--- config.mk ---
export PLATFORM = sky130hd
export DESIGN_NAME = clk_div_1ms
export DESIGN_NICKNAME = d
export VERILOG_FILES = /design/src/rtl/clkdiv_pkg.sv /design/src/rtl/clkdiv_cnt.sv /design/src/rtl/clk_div_1ms.sv
export SDC_FILE = /design/constraint.sdc
export NUM_CORES = 1
export LEC_CHECK = 0
export ABC_AREA = 1
export BUFFER_PORTS_ARGS = -buffer_cell sky130_fd_sc_hd__clkbuf_2
export CAP_MARGIN = 40
export CORE_MARGIN = 2
export CORE_UTILIZATION = 50
export CTS_BUF_LIST = sky130_fd_sc_hd__clkbuf_4 sky130_fd_sc_hd__clkbuf_8
export DETAILED_ROUTE_END_ITERATION = 6
export PLACE_DENSITY = 0.67
export SYNTH_ARGS = -nofsm -noshare
export SYNTH_HDL_FRONTEND = slang
export SYNTH_HIERARCHICAL = 1
export SYNTH_SLANG_ARGS = --single-unit
--- constraint.sdc ---
create_clock -name I_CLK -period 1.6 [get_ports I_CLK]
set_input_delay 0.24 -clock I_CLK [delete_from_list [all_inputs] [get_ports I_CLK]]
set_output_delay 0.24 -clock I_CLK [all_outputs]
set_load 0.005 [all_outputs]
--- src/rtl/clkdiv_pkg.sv ---
// Shared constants and helpers for the 1 ms enable divider.
// Optional 10 ms output is built when CLKDIV_10MS_EN is defined.
`timescale 1ns/1ps
package clkdiv_pkg;

  localparam int unsigned CLK_FREQ_HZ_DEF = 16000000;
  localparam int unsigned TICK_HZ_DEF = 1000;
  localparam int unsigned DECADE = 10;

  typedef enum logic [1:0] {
    OP_HOLD,
    OP_INC,
    OP_WRAP,
    OP_CLEAR
  } cnt_op_e;

  // Bits needed to hold 0..n-1, never less than one.
  function automatic int unsigned cnt_width(
    input int unsigned n
  );
    int unsigned w;
    w = 1;
    for (int i = 1; i < 32; i++) begin
      if (((n - 1) >> i) != 0) w = i + 1;
    end
    return w;
  endfunction

endpackage

--- src/rtl/clkdiv_cnt.sv ---
// Generic modulo-N counter with sync clear, enable and a wrap tick.
// The tick is combinational; the caller registers it.
`timescale 1ns/1ps
import clkdiv_pkg::*;

module clkdiv_cnt #(
  parameter int unsigned N = DECADE
) (
  input  logic clk,
  input  logic rst_n,
  input  logic clear,
  input  logic en,
  output logic tick
);

  localparam int unsigned W = cnt_width(N);
  localparam logic [W-1:0] LAST = W'(N - 1);
  localparam logic [W-1:0] ONE = W'(1);

  logic [W-1:0] cnt;
  logic [W-1:0] cnt_nxt;
  logic         at_last;
  cnt_op_e      op;

  assign at_last = (cnt == LAST);

  always_comb begin
    op = OP_HOLD;
    unique case (1'b1)
      clear:                      op = OP_CLEAR;
      (!clear && en && at_last):  op = OP_WRAP;
      (!clear && en && !at_last): op = OP_INC;
      default:                    op = OP_HOLD;
    endcase
  end

  always_comb begin
    cnt_nxt = cnt;
    unique case (op)
      OP_CLEAR: cnt_nxt = '0;
      OP_WRAP:  cnt_nxt = '0;
      OP_INC:   cnt_nxt = cnt + ONE;
      default:  cnt_nxt = cnt;
    endcase
  end

  assign tick = (op == OP_WRAP);

  always_ff @(posedge clk or negedge rst_n) begin
    if (!rst_n) cnt <= '0;
    else        cnt <= cnt_nxt;
  end

endmodule

--- src/rtl/clk_div_1ms.sv ---
// Clock-enable divider: one-cycle O_EN_1MS every CLK_FREQ_HZ/TICK_HZ cycles.
// Define CLKDIV_10MS_EN to add O_EN_10MS (every tenth O_EN_1MS).
`timescale 1ns/1ps
import clkdiv_pkg::*;

module clk_div_1ms #(
  parameter int unsigned CLK_FREQ_HZ = CLK_FREQ_HZ_DEF,
  parameter int unsigned TICK_HZ = TICK_HZ_DEF
) (
  input  logic I_CLK,
  input  logic I_RSTN,
  input  logic I_CLEAR_EN,
  input  logic I_START_EN,
  output logic O_EN_1MS
`ifdef CLKDIV_10MS_EN
  ,
  output logic O_EN_10MS
`endif
);

  localparam int unsigned DIV = CLK_FREQ_HZ / TICK_HZ;

  if (DIV < 2 || (CLK_FREQ_HZ % TICK_HZ) != 0) begin : g_bad_cfg
    $fatal(1, "clk_div_1ms: need DIV>=2 and exact divide");
  end

  logic tick_1ms;

  clkdiv_cnt #(
    .N(DIV)
  ) u_cnt_1ms (
    .clk  (I_CLK),
    .rst_n(I_RSTN),
    .clear(I_CLEAR_EN),
    .en   (I_START_EN),
    .tick (tick_1ms)
  );

  always_ff @(posedge I_CLK or negedge I_RSTN) begin
    if (!I_RSTN) O_EN_1MS <= 1'b0;
    else         O_EN_1MS <= tick_1ms;
  end

`ifdef CLKDIV_10MS_EN
  logic tick_10ms;

  // Decade advances only on edges that set O_EN_1MS, so both pulses align.
  clkdiv_cnt #(
    .N(DECADE)
  ) u_cnt_10ms (
    .clk  (I_CLK),
    .rst_n(I_RSTN),
    .clear(I_CLEAR_EN),
    .en   (tick_1ms),
    .tick (tick_10ms)
  );

  always_ff @(posedge I_CLK or negedge I_RSTN) begin
    if (!I_RSTN) O_EN_10MS <= 1'b0;
    else         O_EN_10MS <= tick_10ms;
  end
`endif

endmodule

After elaboration in Yosys (flattened, before gate mapping)
Index checks and enable logic that the tools add are counted.
{"block": "word_totals", "reg_bits": 15, "input_bits": 4, "output_inout_bits": 1, "wordCells": 16}
{"block": "classes", "addsub": 1, "n_eq_ne": 4, "mux": 2, "reduce_logical": 7}
{"cell": "case mux 14 bit (2 select lines)", "n": 1}
{"cell": "adder 14 x 1 -> 14 bit, second input constant", "n": 1}
{"cell": "== test 14 bit, second input constant", "n": 1}
{"cell": "case mux 2 bit (3 select lines)", "n": 1}
{"cell": "== test 2 bit, second input constant", "n": 2}
{"cell": "logical AND 1 bit", "n": 3}
{"cell": "== test 2 x 1 -> 1 bit, second input constant", "n": 1}
{"cell": "zero test 1 bit", "n": 2}
{"cell": "nonzero test 2 bit", "n": 1}
{"cell": "OR reduction 2 bit", "n": 1}

Depth between registers and ports, before layout
Gate-level depths: netlist of the first run.
{"block": "logic_depth", "depth_word": 7, "ltp_mapped": 8}

Modules after synthesis
Netlist of the first run, hierarchy kept.
{"mod": "clkdiv_cnt", "instances": 1, "cells_per_inst": 125, "area_per_inst_um2": 874.6, "seq_area_each_um2": 350.3}
{"mod": "clk_div_1ms", "instances": 1, "cells_per_inst": 1, "area_per_inst_um2": 25.0, "seq_area_each_um2": 25.0}

Worst setup path after synthesis of the first run
OpenSTA, ideal clock, no wires.
{"block": "synth_path", "path_type": "reg-to-reg", "startpoint": "register u_cnt_1ms.cnt[0]", "endpoint": "register u_cnt_1ms.cnt[10]", "setup_time_ns": 0.124, "arrival_ns": 1.135, "setup_slack_ns": 0.341, "stages_incl_launch_ff": 7, "synth_period_minus_slack_ns": 1.259, "path_cell_list": "dfrtp_1 ha_1 nand3_1 nor2_1 nand3_2 a21oi_4 nor2_1"}
{"block": "synth_between", "elab_chain_cells": 7, "word_cells_on_any_way": 12, "classes_between": "add/sub: 1; eq/ne: 4; mux: 2; reduce/logical: 5"}
{"element": "from (decl)", "line": "clkdiv_cnt.sv:20", "text": "logic [W-1:0] cnt;"}
{"element": "from (signal assigned)", "line": "clkdiv_cnt.sv:51", "text": "else cnt <= cnt_nxt;"}
{"element": "== test 14 bit", "line": "clkdiv_cnt.sv:25", "text": "assign at_last = (cnt == LAST);"}
{"element": "zero test 1 bit", "line": "clkdiv_cnt.sv:32", "text": "(!clear && en && !at_last): op = OP_INC;"}
{"element": "logical AND 1 bit", "line": "clkdiv_cnt.sv:32"}
{"element": "case mux 2 bit (3 select lines)", "line": "clkdiv_cnt.sv:29", "text": "unique case (1'b1)"}
{"element": "== test 2 bit", "line": "clkdiv_cnt.sv:39", "text": "unique case (op)"}
{"element": "OR reduction 2 bit (no line)"}
{"element": "case mux 14 bit (2 select lines) / nonzero test 2 bit (equally long branches)"}
Several ways; a longest one is shown, not always the timed one.
A chain may end at the register's enable or synchronous reset.

Final worst setup path of the first run
Ends and elaborated chain as after synthesis.

==> out/metrics.cfg, run 1 <==
[clock_network]
clock_latency_ps = 280
root_buffer = clkbuf_4
cts-htree-levels = 1
postCtsSetupBuffers = 0
cts.path.max_buffers = 2
cts_inserted_buffers = 3
cts_sinks = 15
cts_tree = yes
clk_pin_slew_worst_paths_ps = 90

[timing]
relSlewSlack_pct = 74.3
setup_tns_ps = 0
fin_ws_ps = 176
finClkSkew_ps = 4.15
hold_viol_final = 0
slew_violations = 0
final.period_utilization_pct = 89.0
rsz0062_at_grt = false
worst_pin_slew_ps = 381
max_freq_mhz = 702
period_minus_slack_ps = 1420
setup_viol = 0

[global_route]
grt_pass1_vias = 717
grt_start_max_net_pins = 16
antenna_found_initial = 0
grt_pass1_wl_um = 3080
track_usage_pct = 20.8
grt-ovfl-total = 0

[yosys]
yosysWarnings = 6
syn_area_um2 = 900
syn_avg_cell_area_um2 = 7.14
synth_seq_cells = 15
synthMostInstantiatedCell = nand2_1
seq_area_frac_synth_pct = 41.7
synthTopCellsByArea = dfrtp_1 42%, nand2_1 17%, nor2_1 10%
synth_top_cell_by_area = dfrtp_1
synth_edf_count = 0
ys_async_sr_fraction_pct = 100
post-synth-top-area-fraction_pct = 41.7
synth.distinct_cells = 18
syn_inst = 126
synthTopCellsByCount = 40 x nand2_1, 24 x nor2_1, 15 x dfrtp_1, 14 x inv_1, 6 x nand3_1
syn_nets = 131
ys.flop_type = dfrtp_1

[detailed_routing]
wirelength_um = 1880
drtPass1Iterations = 4
drtIter0Drc = 25
routedWlPerCell_um = 11.7
vias_per_cell = 4.93
vias = 788
drc = 0
ant_nets = 0

[pwr]
p_leak_nw = 0.458
power.density_nw_per_um2 = 671
total_power_uw = 666
vdd_drop_max_v = 0.000435

[floorplanning]
rows = 15
start_util_pct = 52.7
dieArea_um2 = 2150
fp.coreArea_um2 = 1710
die_y_um = 46.4
io_pins = 5
die_w_um = 46.4

[placement]
dpl.hpwl_um = 1380
dpl_worst_slack_ps = 189
port_buffers = 4
gp_congestion = 0.819

[setup_path]
worstSetupPathType = register to register
cp-startpoint = u_cnt_1ms/cnt[0]$_DFFE_PN0P_
r2r_start = u_cnt_1ms/cnt[0]$_DFFE_PN0P_
required_ps = 1770
start_kind = register
r2r_slack_ps = 180
critical_path_peak_fanout = 7
worstSetupEndpointType = register
ff2ff_path_depth = 6
reg2reg_to = u_cnt_1ms/cnt[10]$_DFFE_PN0P_
crit_end = u_cnt_1ms/cnt[10]$_DFFE_PN0P_
arrival_ps = 1600

[cells_and_area]
insertedDiodeCount = 0
nets = 141
areaGrowthSynthToFinish_pct = 10.4
fill_cells = 163
drive_above_1_share_pct = 11.9
seqCellArea_um2 = 375
multi_input_area_um2 = 467

[worst_hold_path]
min_from = I_CLEAR_EN
holdCritPathClass = input pin to register

[status]
status = completed

[run]
cap_violations = 0

==> worst min path at each step <==
stage,end,cells after the start
finish,O_EN_1MS$_DFF_PN0_,2
global route,O_EN_1MS$_DFF_PN0_,2
CTS,O_EN_1MS$_DFF_PN0_,2
detailed placement,u_cnt_1ms/cnt[9]$_DFFE_PN0P_,1
global placement,u_cnt_1ms/cnt[9]$_DFFE_PN0P_,1
floorplan,O_EN_1MS$_DFF_PN0_,0
==> metrics by stage <==
stage	instance area, um2	hold slack [ps]	instances	utilization, %
after CTS	993	162	160	58.2
after floorplan	900	-55.6	126	-
final	993	174	160	58.2
after global routing	993	172	160	58.2
after global placement	953	173	155	55.8
after detailed placement	953	180	155	55.8
==> final cells by class <==
class,instances,area share (%)
Inverter,14,5.29
Tap cell,25,3.15
Sequential cell,15,37.8
Clock buffer,4,3.02
Multi-Input combinational cell,96,47.0
Timing Repair Buffer,6,3.78
==> per-layer routing <==
metal	vias to the layer above	part of all wire (%)	GRT usage [%]
li1	408	-	-
met1	359	47	28.5
met2	17	47	32.2
met3	4	3.7	4.71
met4	0	1.5	6.86
met5	-	0	0
==> cells by family after synthesis <==
kind of cell / count (synthesis) / share of synthesized area, %
fa+ha+maj: 1 / 1.39
compound gates: 9 / 6.81
simple gates: 81 / 38.8
buf+inv: 15 / 6.40
flops: 15 / 41.7
xor+xnor: 5 / 4.87
==> worst max-delay path: stages (launching register included) <==
cell     delay, ps
dfrtp_1        400
ha_1           210
nand3_1        120
nor2_1         130
nand3_2        110
a21oi_4        260
nor2_1          80
==> cells in the final DEF, fill, tap and decap left out <==
cell / count
buf_4: 1
dlygate4sd3_1: 1
nand2_1: 40
xnor2_1: 4
o21ai_1: 1
nor3_1: 2
ha_1: 1
nand2_2: 3
o21ai_0: 5
inv_1: 14
clkbuf_2: 4
nand4_1: 3
nor2_4: 1
o21bai_1: 2
a21oi_4: 1
clkbuf_4: 4
nand3_1: 6
xor2_1: 1
nand3_2: 2
nor2_1: 24
dfrtp_1: 15
==> state kept, by name, summed over array words and instances, names as in the netlist <==
register and count:
u_cnt_1ms/cnt 14, O_EN_1MS 1
==> power by group <==
part,internal [mW],switching (mW),leakage [nW],total (mW)
Sequential,0.383,0.00474,0.208,0.388
Combinational,0.0134,0.0299,0.232,0.0433
Clock,0.114,0.121,0.0184,0.235
==> what timing repair did <==
action / 4_1_cts / 5_1_grt
endpoints found under the hold margin: 15 / 0
hold buffers: 1 / 0
gates resized for setup: 0 / 0
Power figures use the tool's default switching activity.
==> inputs of run 2 (changes only) <==
Settings changed: BUFFER_PORTS_ARGS -buffer_cell sky130_fd_sc_hd__clkbuf_2 to -buffer_cell sky130_fd_sc_hd__buf_2, CORE_UTILIZATION 50 to 37, PLACE_DENSITY 0.67 to 0.53.
==> run 2 against run 1 <==
Compared with the run above:
- utilization fell by 14 points
- sequential cell count did not move
- final cell count rose by 1.9%
- total power rose by 0.11%
- first-iteration DRC count fell by 40%
- count of clock-buffer cells in the layout did not move
- via count rose by 0.38%
- setup slack improved by 26 ps
- routed wire length fell by 3.7%
- combinational power fell by 3%
- global-route usage fell by 5.0 points
- clock power barely moved
==> out/metrics.cfg, run 2 (synthesis results as in run 1) <==
[timing]
hold_viol_final = 0  ; unchanged
setup_viol = 0  ; unchanged
worst_pin_slew_ps = 351  ; -29.4 ps
fin_ws_ps = 202  ; +25.8 ps
slew_violations = 0  ; unchanged
finClkSkew_ps = 1.22  ; -2.93 ps
setup_tns_ps = 0  ; unchanged
rsz0062_at_grt = false
final.period_utilization_pct = 87.4  ; -1.6 points
period_minus_slack_ps = 1400  ; -25.8 ps
max_freq_mhz = 715  ; +1.8%
relSlewSlack_pct = 76.3  ; +2.0 points

[status]
status = completed

[floorplanning]
dieArea_um2 = 2840  ; +32%
die_w_um = 53.3  ; +15%
die_y_um = 53.3  ; +15%
fp.coreArea_um2 = 2250  ; +32%
start_util_pct = 39.9  ; -13 points
io_pins = 5  ; unchanged
rows = 17  ; +2

[global_route]
grt_start_max_net_pins = 16  ; unchanged
grt_pass1_vias = 757  ; +5.6%
antenna_found_initial = 0  ; unchanged
grt-ovfl-total = 0  ; unchanged
track_usage_pct = 15.9  ; -5.0 points
grt_pass1_wl_um = 3220  ; +4.5%

[detailed_routing]
drc = 0  ; unchanged
ant_nets = 0  ; unchanged
vias = 791  ; +0.38%
wirelength_um = 1810  ; -3.7%
routedWlPerCell_um = 11.1  ; -5.4%
drtPass1Iterations = 4  ; unchanged
drtIter0Drc = 15  ; -40%
vias_per_cell = 4.85  ; -1.5%

[setup_path]
required_ps = 1770  ; about the same
start_kind = register
slowest_delay_ps = 410  ; about the same
worstSetupPathType = register to register
arrival_ps = 1570  ; -30 ps
cp_slowest_cell = dfrtp_1
critical_path_peak_fanout = 7  ; unchanged
cp_cell_sequence = ha_1 > nand3_1 > nor2_1 > nand3_2 > a21oi_4 > nor2_1
worstSetupEndpointType = register
critPathMostFrequentCell = nor2_1

[cells_and_area]
final_cell_mix = 40 x nand2_1, 24 x nor2_1, 15 x dfrtp_1
layout_commonest_cell = nand2_1
nets = 141  ; unchanged
largest_reg_flops = 14  ; unchanged
biggestRegsByFlops = u_cnt_1ms/cnt: 14 flops, O_EN_1MS: 1 flops
areaGrowthSynthToFinish_pct = 10.8
drive_above_1_share_pct = 11.9  ; unchanged
top_register = u_cnt_1ms/cnt
fill_cells = 253  ; +55%
seqCellArea_um2 = 375  ; unchanged
multi_input_area_um2 = 467  ; unchanged
insertedDiodeCount = 0  ; unchanged

[pwr]
total_power_uw = 667  ; +0.11%
power.density_nw_per_um2 = 669  ; -0.26%
vdd_drop_max_v = 0.000337  ; -23%
p_leak_nw = 0.458  ; about the same

[placement]
dpl_worst_slack_ps = 194  ; +5.36 ps
dpl.hpwl_um = 1380  ; -0.46%
port_buffers = 4  ; unchanged
gp_congestion = 0.828  ; +1.1%

[clock_network]
root_buffer = clkbuf_4
clock_latency_ps = 280  ; about the same
cts_inserted_buffers = 3  ; unchanged
clk_pin_slew_worst_paths_ps = 90  ; about the same
cts_sinks = 15  ; unchanged
cts.path.max_buffers = 2  ; unchanged
cts-htree-levels = 1  ; unchanged
postCtsSetupBuffers = 0  ; unchanged
cts_tree = yes

[run]
cap_violations = 0  ; unchanged

[worst_hold_path]
holdCritPathClass = input pin to register

==> run 2: critical path: cells and delay by family, from the launching register on <==
| kind | cells | cell delay [ps] |
|---|---|---|
| compound gates | 1 | 240 |
| simple gates | 4 | 430 |
| fa+ha+maj | 1 | 200 |
| flops | 1 | 410 |
==> run 2: path summary, 6_finish.rpt <==
kind	start	end	slack, ps	cells past startpoint
worst min-delay path	I_CLEAR_EN	O_EN_1MS$_DFF_PN0_	180	2
max in group asynchronous	I_RSTN	u_cnt_1ms/cnt[6]$_DFFE_PN0P_	970	2
worst max-delay path	u_cnt_1ms/cnt[0]$_DFFE_PN0P_	u_cnt_1ms/cnt[13]$_DFFE_PN0P_	200	6
min in group asynchronous	I_RSTN	u_cnt_1ms/cnt[7]$_DFFE_PN0P_	380	2
worst max register to register	u_cnt_1ms/cnt[0]$_DFFE_PN0P_	u_cnt_1ms/cnt[13]$_DFFE_PN0P_	200	6
worst min register to register	u_cnt_1ms/cnt[11]$_DFFE_PN0P_	u_cnt_1ms/cnt[11]$_DFFE_PN0P_	550	3
==> run 2: timing repair <==
item                      4_1_cts  5_1_grt
hold buffers                    1        0
resized for setup               0        0
hold endpoints to repair       15        0
==> run 2: power by group <==
group	switching (mW)	internal (mW)	total [mW]
registers	0.00478	0.383	0.388
logic	0.0284	0.0136	0.0420
clock network	0.124	0.114	0.237
total	0.157	0.510	0.667
==> run 2: per-layer routing <==
| metal | wire [um] | share of wire, % | global-route usage, % | vias up |
|---|---|---|---|---|
| li1 | - | - | - | 412 |
| met1 | 919 | 51 | 20.4 | 358 |
| met2 | 813 | 45 | 24.9 | 17 |
| met3 | 57 | 3.1 | 2.82 | 4 |
| met4 | 19 | 1.0 | 8.55 | 0 |
| met5 | 0 | 0 | 0 | - |
==> run 2: cell type report <==
cell class                      count  area share, %
Sequential cell                    15           37.6
Tap cell                           28           3.51
Multi-Input combinational cell     96           46.8
Timing Repair Buffer                6           3.76
Inverter                           14           5.27
Clock buffer                        4           3.01
==> run 2: per-stage QoR <==
step	instance area [um2]	hold slack, ps	util, %	instances
6_report	997	180	44.2	163
5_1_grt	997	178	44.2	163
4_1_cts	997	159	44.2	163
3_5_place_dp	957	168	42.5	158
3_3_place_gp	957	167	42.5	158
2_1_floorplan	900	-55.6	-	126
